--- src/rtl/pwm_sample_fetcher_if.sv ---
// DMA read-request bus toward the bridge plus the 16-bit PCM sample stream toward the PWM generator.
// The master side is the fetcher; the slave side is the bridge/sink pair.
interface pwm_sample_fetcher_if;
   logic [31:0] dma_addr;
   logic        dma_read;
   logic        dma_write;
   logic [31:0] dma_writedata;
   logic [31:0] dma_readdata;
   logic        dma_rdy;
   logic [15:0] smp_data;
   logic        smp_valid;
   logic        smp_ready;

   modport master (
      output dma_addr, dma_read, dma_write, dma_writedata, smp_data, smp_valid,
      input  dma_readdata, dma_rdy, smp_ready
   );

   modport slave (
      input  dma_addr, dma_read, dma_write, dma_writedata, smp_data, smp_valid,
      output dma_readdata, dma_rdy, smp_ready
   );
endinterface

--- src/rtl/pwm_sample_fetcher.sv ---
// Walks a sample buffer with single-word DMA reads, queues the words in a small FIFO
// and streams each word out as two 16-bit PCM samples, low half first.
module pwm_sample_fetcher #(
   parameter int unsigned FIFO_DEPTH = 4,
   parameter int unsigned ADDR_STEP  = 4
) (
   input  logic                 clk_i,
   input  logic                 rst_ni,
   input  logic                 start_i,
   input  logic                 stop_i,
   input  logic [31:0]          cfg_base_i,
   input  logic [15:0]          cfg_words_i,
   input  logic                 cfg_loop_i,
   output logic                 busy_o,
   output logic                 done_o,
   output logic                 underrun_o,
   pwm_sample_fetcher_if.master bus
);
   localparam int unsigned      PTR_W    = (FIFO_DEPTH > 1) ? $clog2(FIFO_DEPTH) : 1;
   localparam logic [PTR_W:0]   FILL_MAX = (PTR_W + 1)'(FIFO_DEPTH);
   localparam logic [PTR_W:0]   FILL_ONE = (PTR_W + 1)'(1);
   localparam logic [PTR_W-1:0] PTR_ONE  = PTR_W'(1);

   typedef enum logic [2:0] {ST_IDLE, ST_REQ, ST_WAIT, ST_DRAIN, ST_ABORT} state_e;

   state_e           state_q;
   logic [31:0]      addr_q;
   logic [31:0]      base_q;
   logic [15:0]      remaining_q;
   logic [15:0]      words_q;
   logic             loop_q;
   logic             busy_q;
   logic             done_q;
   logic             dmaRead_q;
   logic             halfSel_q;
   logic [31:0]      mem_q [FIFO_DEPTH];
   logic [PTR_W-1:0] wrPtr_q;
   logic [PTR_W-1:0] rdPtr_q;
   logic [PTR_W:0]   fillCount_q;
   logic [PTR_W:0]   fillCount_d;

   logic [31:0]      headWord;
   logic             smpValid;
   logic             smpAccept;
   logic             push;
   logic             pop;
   logic             flush;

   assign headWord  = mem_q[rdPtr_q];
   assign smpValid  = (fillCount_q != '0) && (state_q != ST_ABORT);
   assign smpAccept = smpValid && bus.smp_ready;
   assign pop       = smpAccept && halfSel_q;
   assign push      = (state_q == ST_WAIT) && bus.dma_rdy;
   assign flush     = stop_i && ((state_q == ST_REQ) || (state_q == ST_WAIT) || (state_q == ST_DRAIN));

   always_comb begin
      fillCount_d = fillCount_q;
      if (push && !pop) begin
         fillCount_d = fillCount_q + FILL_ONE;
      end else if (pop && !push) begin
         fillCount_d = fillCount_q - FILL_ONE;
      end
   end

   // Word FIFO plus half-select; a stop discards everything queued, including a word landing this cycle.
   always_ff @(posedge clk_i or negedge rst_ni) begin
      if (!rst_ni) begin
         for (int i = 0; i < int'(FIFO_DEPTH); i++) begin
            mem_q[i] <= '0;
         end
         wrPtr_q     <= '0;
         rdPtr_q     <= '0;
         fillCount_q <= '0;
         halfSel_q   <= 1'b0;
      end else if (flush) begin
         wrPtr_q     <= '0;
         rdPtr_q     <= '0;
         fillCount_q <= '0;
         halfSel_q   <= 1'b0;
      end else begin
         if (push) begin
            mem_q[wrPtr_q] <= bus.dma_readdata;
            wrPtr_q        <= wrPtr_q + PTR_ONE;
         end
         if (pop) begin
            rdPtr_q <= rdPtr_q + PTR_ONE;
         end
         if (smpAccept) begin
            halfSel_q <= ~halfSel_q;
         end
         fillCount_q <= fillCount_d;
      end
   end

   // Fetch sequencer; a read is only requested with a free FIFO slot and never overlaps another.
   always_ff @(posedge clk_i or negedge rst_ni) begin
      if (!rst_ni) begin
         state_q     <= ST_IDLE;
         addr_q      <= '0;
         base_q      <= '0;
         remaining_q <= '0;
         words_q     <= '0;
         loop_q      <= 1'b0;
         busy_q      <= 1'b0;
         done_q      <= 1'b0;
         dmaRead_q   <= 1'b0;
      end else begin
         dmaRead_q <= 1'b0;
         done_q    <= 1'b0;
         case (state_q)
            ST_IDLE: begin
               if (start_i && !stop_i) begin
                  if (cfg_words_i != 16'd0) begin
                     base_q      <= cfg_base_i;
                     words_q     <= cfg_words_i;
                     loop_q      <= cfg_loop_i;
                     addr_q      <= cfg_base_i;
                     remaining_q <= cfg_words_i;
                     busy_q      <= 1'b1;
                     state_q     <= ST_REQ;
                  end else begin
                     done_q <= 1'b1;
                  end
               end
            end
            ST_REQ: begin
               if (stop_i) begin
                  busy_q  <= 1'b0;
                  state_q <= ST_IDLE;
               end else if (fillCount_q < FILL_MAX) begin
                  dmaRead_q <= 1'b1;
                  state_q   <= ST_WAIT;
               end
            end
            ST_WAIT: begin
               // The bridge cannot cancel a transaction, so a stop must still absorb its completion.
               if (stop_i) begin
                  if (bus.dma_rdy) begin
                     busy_q  <= 1'b0;
                     state_q <= ST_IDLE;
                  end else begin
                     state_q <= ST_ABORT;
                  end
               end else if (bus.dma_rdy) begin
                  if (remaining_q == 16'd1) begin
                     if (loop_q) begin
                        addr_q      <= base_q;
                        remaining_q <= words_q;
                        state_q     <= ST_REQ;
                     end else begin
                        addr_q      <= addr_q + 32'(ADDR_STEP);
                        remaining_q <= 16'd0;
                        state_q     <= ST_DRAIN;
                     end
                  end else begin
                     addr_q      <= addr_q + 32'(ADDR_STEP);
                     remaining_q <= remaining_q - 16'd1;
                     state_q     <= ST_REQ;
                  end
               end
            end
            ST_DRAIN: begin
               if (stop_i || (fillCount_q == '0)) begin
                  done_q  <= !stop_i;
                  busy_q  <= 1'b0;
                  state_q <= ST_IDLE;
               end
            end
            ST_ABORT: begin
               if (bus.dma_rdy) begin
                  busy_q  <= 1'b0;
                  state_q <= ST_IDLE;
               end
            end
            default: state_q <= ST_IDLE;
         endcase
      end
   end

   assign bus.dma_addr      = addr_q;
   assign bus.dma_read      = dmaRead_q;
   assign bus.dma_write     = 1'b0;
   assign bus.dma_writedata = 32'd0;
   assign bus.smp_data      = halfSel_q ? headWord[31:16] : headWord[15:0];
   assign bus.smp_valid     = smpValid;

   assign busy_o     = busy_q;
   assign done_o     = done_q;
   assign underrun_o = ((state_q == ST_REQ) || (state_q == ST_WAIT)) && bus.smp_ready && !smpValid;
endmodule

--- src/flat_wrapper.sv ---
// flat-port wrapper written by rule: the top's interface ports become plain ports
module pwm_sample_fetcher_flat 
#(
   parameter int unsigned FIFO_DEPTH = 4,
   parameter int unsigned ADDR_STEP  = 4
)
  (clk_i, rst_ni, start_i, stop_i, cfg_base_i, cfg_words_i, cfg_loop_i, busy_o, done_o, underrun_o, bus_dma_addr, bus_dma_read, bus_dma_write, bus_dma_writedata, bus_smp_data, bus_smp_valid, bus_dma_readdata, bus_dma_rdy, bus_smp_ready);
  pwm_sample_fetcher_if bus_i ();
  input  logic clk_i;
  input  logic rst_ni;
  input  logic start_i;
  input  logic stop_i;
  input  logic [31:0] cfg_base_i;
  input  logic [15:0] cfg_words_i;
  input  logic cfg_loop_i;
  output logic busy_o;
  output logic done_o;
  output logic underrun_o;
  output wire logic [$bits(bus_i.dma_addr)-1:0] bus_dma_addr;
  output wire logic [$bits(bus_i.dma_read)-1:0] bus_dma_read;
  output wire logic [$bits(bus_i.dma_write)-1:0] bus_dma_write;
  output wire logic [$bits(bus_i.dma_writedata)-1:0] bus_dma_writedata;
  output wire logic [$bits(bus_i.smp_data)-1:0] bus_smp_data;
  output wire logic [$bits(bus_i.smp_valid)-1:0] bus_smp_valid;
  input wire logic [$bits(bus_i.dma_readdata)-1:0] bus_dma_readdata;
  input wire logic [$bits(bus_i.dma_rdy)-1:0] bus_dma_rdy;
  input wire logic [$bits(bus_i.smp_ready)-1:0] bus_smp_ready;
  assign bus_dma_addr = bus_i.dma_addr;
  assign bus_dma_read = bus_i.dma_read;
  assign bus_dma_write = bus_i.dma_write;
  assign bus_dma_writedata = bus_i.dma_writedata;
  assign bus_smp_data = bus_i.smp_data;
  assign bus_smp_valid = bus_i.smp_valid;
  assign bus_i.dma_readdata = bus_dma_readdata;
  assign bus_i.dma_rdy = bus_dma_rdy;
  assign bus_i.smp_ready = bus_smp_ready;
  pwm_sample_fetcher #(.FIFO_DEPTH(FIFO_DEPTH), .ADDR_STEP(ADDR_STEP)) u_core (.clk_i(clk_i), .rst_ni(rst_ni), .start_i(start_i), .stop_i(stop_i), .cfg_base_i(cfg_base_i), .cfg_words_i(cfg_words_i), .cfg_loop_i(cfg_loop_i), .busy_o(busy_o), .done_o(done_o), .underrun_o(underrun_o), .bus(bus_i));
endmodule
--- config.mk ---
export PLATFORM = sky130hd
export DESIGN_NAME = pwm_sample_fetcher_flat
export DESIGN_NICKNAME = d
export VERILOG_FILES = /design/src/rtl/pwm_sample_fetcher_if.sv /design/src/rtl/pwm_sample_fetcher.sv /design/src/flat_wrapper.sv
export SDC_FILE = /design/constraint.sdc
export NUM_CORES = 1
export LEC_CHECK = 0
export BUFFER_PORTS_ARGS = -buffer_cell sky130_fd_sc_hd__buf_2
export CORE_ASPECT_RATIO = 0.8
export CORE_UTILIZATION = 45
export CTS_CLUSTER_DIAMETER = 150
export DETAILED_ROUTE_END_ITERATION = 10
export HOLD_SLACK_MARGIN = 0.12
export PLACE_DENSITY = 0.78
export SYNTH_ARGS = -nofsm -noshare
export SYNTH_HDL_FRONTEND = slang
export SYNTH_SLANG_ARGS = --single-unit
--- constraint.sdc ---
create_clock -name clk_i -period 2.26 [get_ports clk_i]
set_input_delay 0.452 -clock clk_i [delete_from_list [all_inputs] [get_ports clk_i]]
set_output_delay 0.452 -clock clk_i [all_outputs]
set_load 0.02 [all_outputs]
==> run summary, run 1 <==
status: complete, but fails checks
failing checks: negative setup slack
Total Nets Final: 1,405
final design utilization: 0.5684
CTS Root Cell: clkbuf_16
crit end category: primary output
Synth top area share: 0.4953
DRC viols: 0
final setup margin: -0.3647 ns
Starting Density: 0.4587
unique cell type count in the Yosys netlist: 63
Synth area leader: dfrtp_1
fin crit share: 1.161
global-route wire length before repair: 50.01 mm
die area: 27,500 sq um
Post-synth top cells: dfrtp_1 (239), nand2_1 (214), mux2_2 (144), nor2_1 (51), o21ai_0 (49)
clk_lat worst skew: 0.53 ns
Pleak: 7.171 nW
slew at the pin with the worst max-slew slack: 0.6994 ns
hold path endpoint: u_core.base_q[0]$_DFFE_PN0P_
Syn Area/Cell: 10.91 sq um
Fillers: 2,177
count leader, synth: dfrtp_1
Worst Skew: 0.01561 ns
Hold Fails Final Rpt: 0
Die Y: 148.5 um
core area: 26,330 sq um
clock sinks: 239
vias per cell: 5.568
Worst VDD drop: 459.1 uV
sequential area share after synthesis: 0.4953
Reg-to-Reg End: u_core.bus.dma_addr[18]$_DFFE_PN0P_
pin count of the biggest net entering global routing: 90
layout overhead on the synthesized area: 23.91%
synth top area cells: dfrtp_1 (50%), mux2_2 (13%), nand2_1 (6.7%)
Power, Total: 18.41 mW
FP Rows: 53
CTS tree: built
worst endpoint required time: 1.81 ns
layout cells sized above 1: 0.3670
max_slew headroom: 0.5338
#FFs+latches synth: 239
CTS Buffer Depth: 3
PD cells: 1230 nW/um^2
EDFF count, synth: 0
Peak Freq: 381.0 MHz
Placer Congestion: 0.9085
Primary FF master, synth: dfrtp_1
Async SR Flop Fraction: 1.000
Min Clock Period, post-route: 2.625 ns
Setup CP Type: reg -> out
Post-Syn Instances: 1,107
crit path DAT: 2.17 ns
Hold Path Origin: cfg_base_i[0]
final setup violation count: 16
Syn Std Cell Area: 12,080 sq um
Initial DRC Count: 791
initial antenna violation count: 2
Reg2Reg Launch Point: u_core.remaining_q[1]$_DFFE_PN0P_
total grt overflow: 0
# IOs: 173
GRT Overall Usage: 0.2280
RSZ-0062 raised after global routing: yes
YS warnings: 0
Slew Limit Fails: 0
CP startpoint kind: register
R2R depth: 9
Reg clk slew, reported paths: 0.06 ns
total number of vias: 9,388
hold path cells: 3
DRT Wirelength: 32.00 mm
max_cap viols: 0
number of global-route vias before repair: 9,479
port bufs: 139
number of buffers created by CTS: 25
post-DP HPWL: 21.22 mm
Reg2Reg Setup Slack: 0.11 ns
post-route ant nets: 0
HP Class: in -> reg
DR pass1 iterations: 7
Avg WL per Cell: 18.98 um
crit path max fanout: 7
Die X: 185.1 um
H-tree levels: 1
[layout make-up]
class	count	area (sq um)	share of cell area
Clock inverter	13	148.9	0.009951
Timing Repair Buffer	241	1838	0.1228
Clock buffer	32	681.9	0.04557
Multi-Input combinational cell	787	5801	0.3877
Inverter	15	56.30	0.003763
Antenna cell	2	5.005	0.0003345
Tap cell	357	446.7	0.02985
Sequential cell	239	5986	0.4000
[cells in the final DEF, fill, tap and decap left out, types with 6 or more instances in the layout]
cell type,n
o22ai_1,7
nand4_1,6
inv_1,15
conb_1,33
nand2_1,213
mux4_2,32
mux2_2,129
a21oi_1,33
clkinv_2,7
dfrtp_1,235
ha_1,8
buf_2,122
clkbuf_16,27
nor4_1,8
buf_6,17
o21ai_0,49
mux2_4,15
nor3_1,19
nand3_1,17
buf_12,17
xor2_1,11
buf_4,78
a211oi_1,11
xnor2_1,22
o21ai_1,8
nor2_1,50
a31oi_1,13
a311oi_1,7
[through the flow]
stage	hold WS (ns)	worst slack, ns	TNS, ns	instances	area [sq um]
2_1_floorplan	0.1564	-0.08076	-0.08076	1139	12210
3_3_place_gp	0.4517	0.004160	0	1630	13740
3_5_place_dp	0.4639	-0.1115	-1.980	1630	13740
4_1_cts	0.1235	-0.3823	-5.552	1678	14630
5_1_grt	0.1339	-0.3873	-5.984	1684	14960
6_report	0.1337	-0.3647	-5.341	1686	14960
[worst max path at each step]
stage	start	to	slack, ns	cells after the start
after floorplan	u_core.state_q[2]$_DFFE_PN0P_	u_core.fillCount_q[2]$_DFFE_PN0P_	-0.08	8
after global placement	cfg_words_i[5]	u_core.remaining_q[15]$_DFFE_PN0P_	0.004	9
after detailed placement	cfg_words_i[5]	u_core.remaining_q[15]$_DFFE_PN0P_	-0.11	9
after CTS	u_core.rdPtr_q[0]$_DFFE_PN0P_	bus_smp_data[11]	-0.38	4
after global routing	u_core.rdPtr_q[0]$_DFFE_PN0P_	bus_smp_data[0]	-0.39	5
final	u_core.rdPtr_q[0]$_DFFE_PN0P_	bus_smp_data[2]	-0.36	5
[worst max-delay path: stages, from the launching register on]
cell and delay (ns):
dfrtp_2 0.37, buf_12 0.15, buf_12 0.14, mux4_2 0.53
mux2_4 0.32, buf_6 0.14
[sequential cells by signal, summed over array words and instances (netlist names), 2 cells and up]
register	flops
u_core.mem_q	128
u_core.base_q	32
u_core.bus.dma_addr	32
u_core.remaining_q	16
u_core.words_q	16
u_core.fillCount_q	3
u_core.state_q	3
u_core.rdPtr_q	2
u_core.wrPtr_q	2
[power breakdown]
part / leakage [nW] / internal [mW] / switching (mW)
Sequential: 3.10 / 5.75 / 1.06
Clock: 0.409 / 2.47 / 1.73
Combinational: 3.66 / 3.63 / 3.77
Total: 7.17 / 11.8 / 6.56
[timing repair]
item | 4_1_cts | 5_1_grt
hold buffers | 3 | 0
hold endpoints to repair | 83 | 0
endpoints found under the setup margin | 18 | 91
buffers inserted | 0 | 2
resized for setup | 8 | 62
gates cloned | 0 | 4
pin swaps | 0 | 3
[per-layer routing]
metal  share of wire  global-route usage  vias up
li1                -                   -     4287
met1            0.45              0.3351     4707
met2            0.47              0.3530      339
met3           0.063             0.03673       53
met4           0.021             0.05455        2
met5         0.00053                   0        -
[kinds of logic (layout without fill, tap and decap cells)]
logic type / Yosys count / after routing / share of synthesized area
xor gates and xnor gates: 33 / 33 / 0.02393
buffers and inverters: 114 / 301 / 0.04818
DFF: 239 / 239 / 0.4953
adders and majority gates: 9 / 9 / 0.009948
other: 1 / 35 / 0.0003106
and+or+nand+nor: 363 / 364 / 0.1368
AOI/OAI and AO/OA: 167 / 167 / 0.08745
muxes: 181 / 181 / 0.1981
(Power assumes the default switching activity.)
==> inputs of run 2 (changes only) <==
CTS_BUF_LIST = sky130_fd_sc_hd__clkbuf_8   (was default)
GPL_TIMING_DRIVEN = 0   (was default)
==> run 2 against run 1 <==
Compared with the run above: the flow still finishes with violations (negative setup slack); sequential power increased by 4.3%; fmax decreased by 0.87%; die area unchanged; total power decreased by 1.8%; routed wire length increased by 11%; hold slack improved by 0.00052 ns; combinational power decreased by 3.0%; non-clock buffer count increased by 50; cell area increased by 2.3%; clock power decreased by 10%; via count increased by 7.0%; largest cell class unchanged.
==> run summary, run 2 (synthesized netlist as in run 1, its figures left out) <==
Setup TNS: -5.725 ns
pin count of the biggest net entering global routing: 96
post-route ant nets: 0
total grt overflow: 0
area of placed instances: 13,410 sq um
# IOs: 173
Initial DRC Count: 972
max_cap viols: 0
layout cells sized above 1: 0.3855
final setup margin: -0.3877 ns
Min Clock Period, post-route: 2.648 ns
global-route wire length before repair: 52.96 mm
layout overhead on the synthesized area: 26.73%
GRT Overall Usage: 0.2471
Pleak: 7.425 nW
max FFs per register: 128
Hold Fails Final Rpt: 0
Peak Freq: 377.7 MHz
Inst Count DP: 1,636
failing checks: negative setup slack
crit path max fanout: 8
CTS tree: built
H-tree levels: 2
RSZ-0062 raised after global routing: yes
clock sinks: 239
most frequent cells in the layout: dfrtp_1 (230), nand2_1 (211), buf_2 (133)
Switching Share: 0.3798
slew at the pin with the worst max-slew slack: 0.9501 ns
Flop pwr share: 0.393
PD cells: 1181 nW/um^2
Largest Register: u_core.mem_q
Die Y: 148.5 um
core area: 26,330 sq um
worst hold margin: 0.1343 ns
CTS Buffer Depth: 3
Starting Density: 0.4587
DR pass1 iterations: 7
Avg WL per Cell: 20.12 um
final setup violation count: 16
Worst VDD drop: 466.2 uV
initial antenna violation count: 2
port bufs: 138
Comb pwr share: 0.397
clk_lat worst skew: 0.55 ns
worst endpoint required time: 1.81 ns
Non-Filler Instances: 1,765
crit end category: primary output
DRC viols: 0
Setup CP Type: reg -> out
number of buffers created by CTS: 41
number of global-route vias before repair: 9,869
HP Class: in -> reg
status: complete, but fails checks
max_slew headroom: 0.3652
fin crit share: 1.172
Slew Limit Fails: 0
Reg clk slew, reported paths: 0.06 ns
Worst Skew: 0.01321 ns
FP Rows: 53
Fillers: 2,169
Power Internal: 11.21 mW
Placer Congestion: 0.9095
most common cell after layout, fill and taps aside: dfrtp_1
Power, Total: 18.07 mW
Clk network pwr share: 0.210
Die X: 185.1 um
CTS Root Cell: clkbuf_8
vias per cell: 5.692
Reg2Reg Setup Slack: 0 ns
Final Instance Area: 15,300 sq um
post-DP HPWL: 23.26 mm
CP startpoint kind: register
total number of vias: 10,050
die area: 27,500 sq um
Net Switching: 6.865 mW
DRT Wirelength: 35.51 mm
crit path DAT: 2.20 ns
Total Nets Final: 1,470
==> run 2: cell count changes in the layout (fill, tap and decap cells not counted), moves of 13 or more <==
cell / delta
clkbuf_2: +19
inv_1: +16
dlygate4sd3_1: +21
clkbuf_16: -24
clkbuf_8: +47
buf_12: -13
==> run 2: routing by layer <==
metal | GRT usage | up-vias | routed length [um]
li1 | - | 4433 | -
met1 | 0.3500 | 4988 | 15230
met2 | 0.3729 | 535 | 16190
met3 | 0.05118 | 90 | 3050
met4 | 0.09545 | 0 | 1037
met5 | 0 | - | 0
==> run 2: final timing paths <==
path / from / to / cells after the start
min reg2reg: u_core.base_q[23]$_DFFE_PN0P_ / u_core.base_q[23]$_DFFE_PN0P_ / 2
max reg2reg: u_core.remaining_q[8]$_DFFE_PN0P_ / u_core.bus.dma_addr[29]$_DFFE_PN0P_ / 8
min: cfg_base_i[31] / u_core.base_q[31]$_DFFE_PN0P_ / 3
max: u_core.rdPtr_q[0]$_DFFE_PN0P_ / bus_smp_data[14] / 5
max in group asynchronous: rst_ni / u_core.bus.dma_addr[3]$_DFFE_PN0P_ / 3
min in group asynchronous: rst_ni / u_core.mem_q[71]$_DFFE_PN0P_ / 2
==> run 2: power groups by stage <==
stage               Combinational [mW]  Clock, mW  Sequential, mW
floorplan                         3.97          0            6.95
global placement                  5.79          0            6.85
detailed placement                5.98          0            6.92
CTS                               6.14       3.82            6.96
global route                      7.71       4.03            7.25
finish                            7.18       3.79            7.10
==> run 2: repair_timing <==
| action | CTS | global route |
|---|---|---|
| buffers inserted | 11 | 18 |
| resized for setup | 61 | 122 |
| endpoints found under the hold margin | 95 | 0 |
| hold buffers | 24 | 0 |
| pin swaps | 8 | 5 |
| setup endpoints to repair | 243 | 208 |
| cloned | 0 | 3 |
==> run 2: worst max-delay path, cell delays in order (launching register included) <==
cell	delay (ns)
dfrtp_2	0.38
buf_12	0.15
buf_12	0.13
mux4_2	0.54
mux2_4	0.31
buf_6	0.13
==> run 2: cell type report <==
cell class	instances	area [sq um]	area share
Buffer	95	655.6	0.04284
Antenna cell	2	5.005	0.0003270
Clock buffer	48	660.6	0.04317
Timing Repair Buffer	196	1405	0.09182
Clock inverter	27	123.9	0.008094
Multi-Input combinational cell	786	5958	0.3893
Inverter	15	56.30	0.003679
Tap cell	357	446.7	0.02919
Sequential cell	239	5992	0.3915
==> run 2: through the flow <==
stage / util / setup slack (ns)
final: 0.5813 / -0.3877
after global routing: 0.5812 / -0.4265
after CTS: 0.5586 / -0.4421
after detailed placement: 0.5094 / -0.8834
after global placement: 0.5070 / -3.877
after floorplan: - / -0.08076
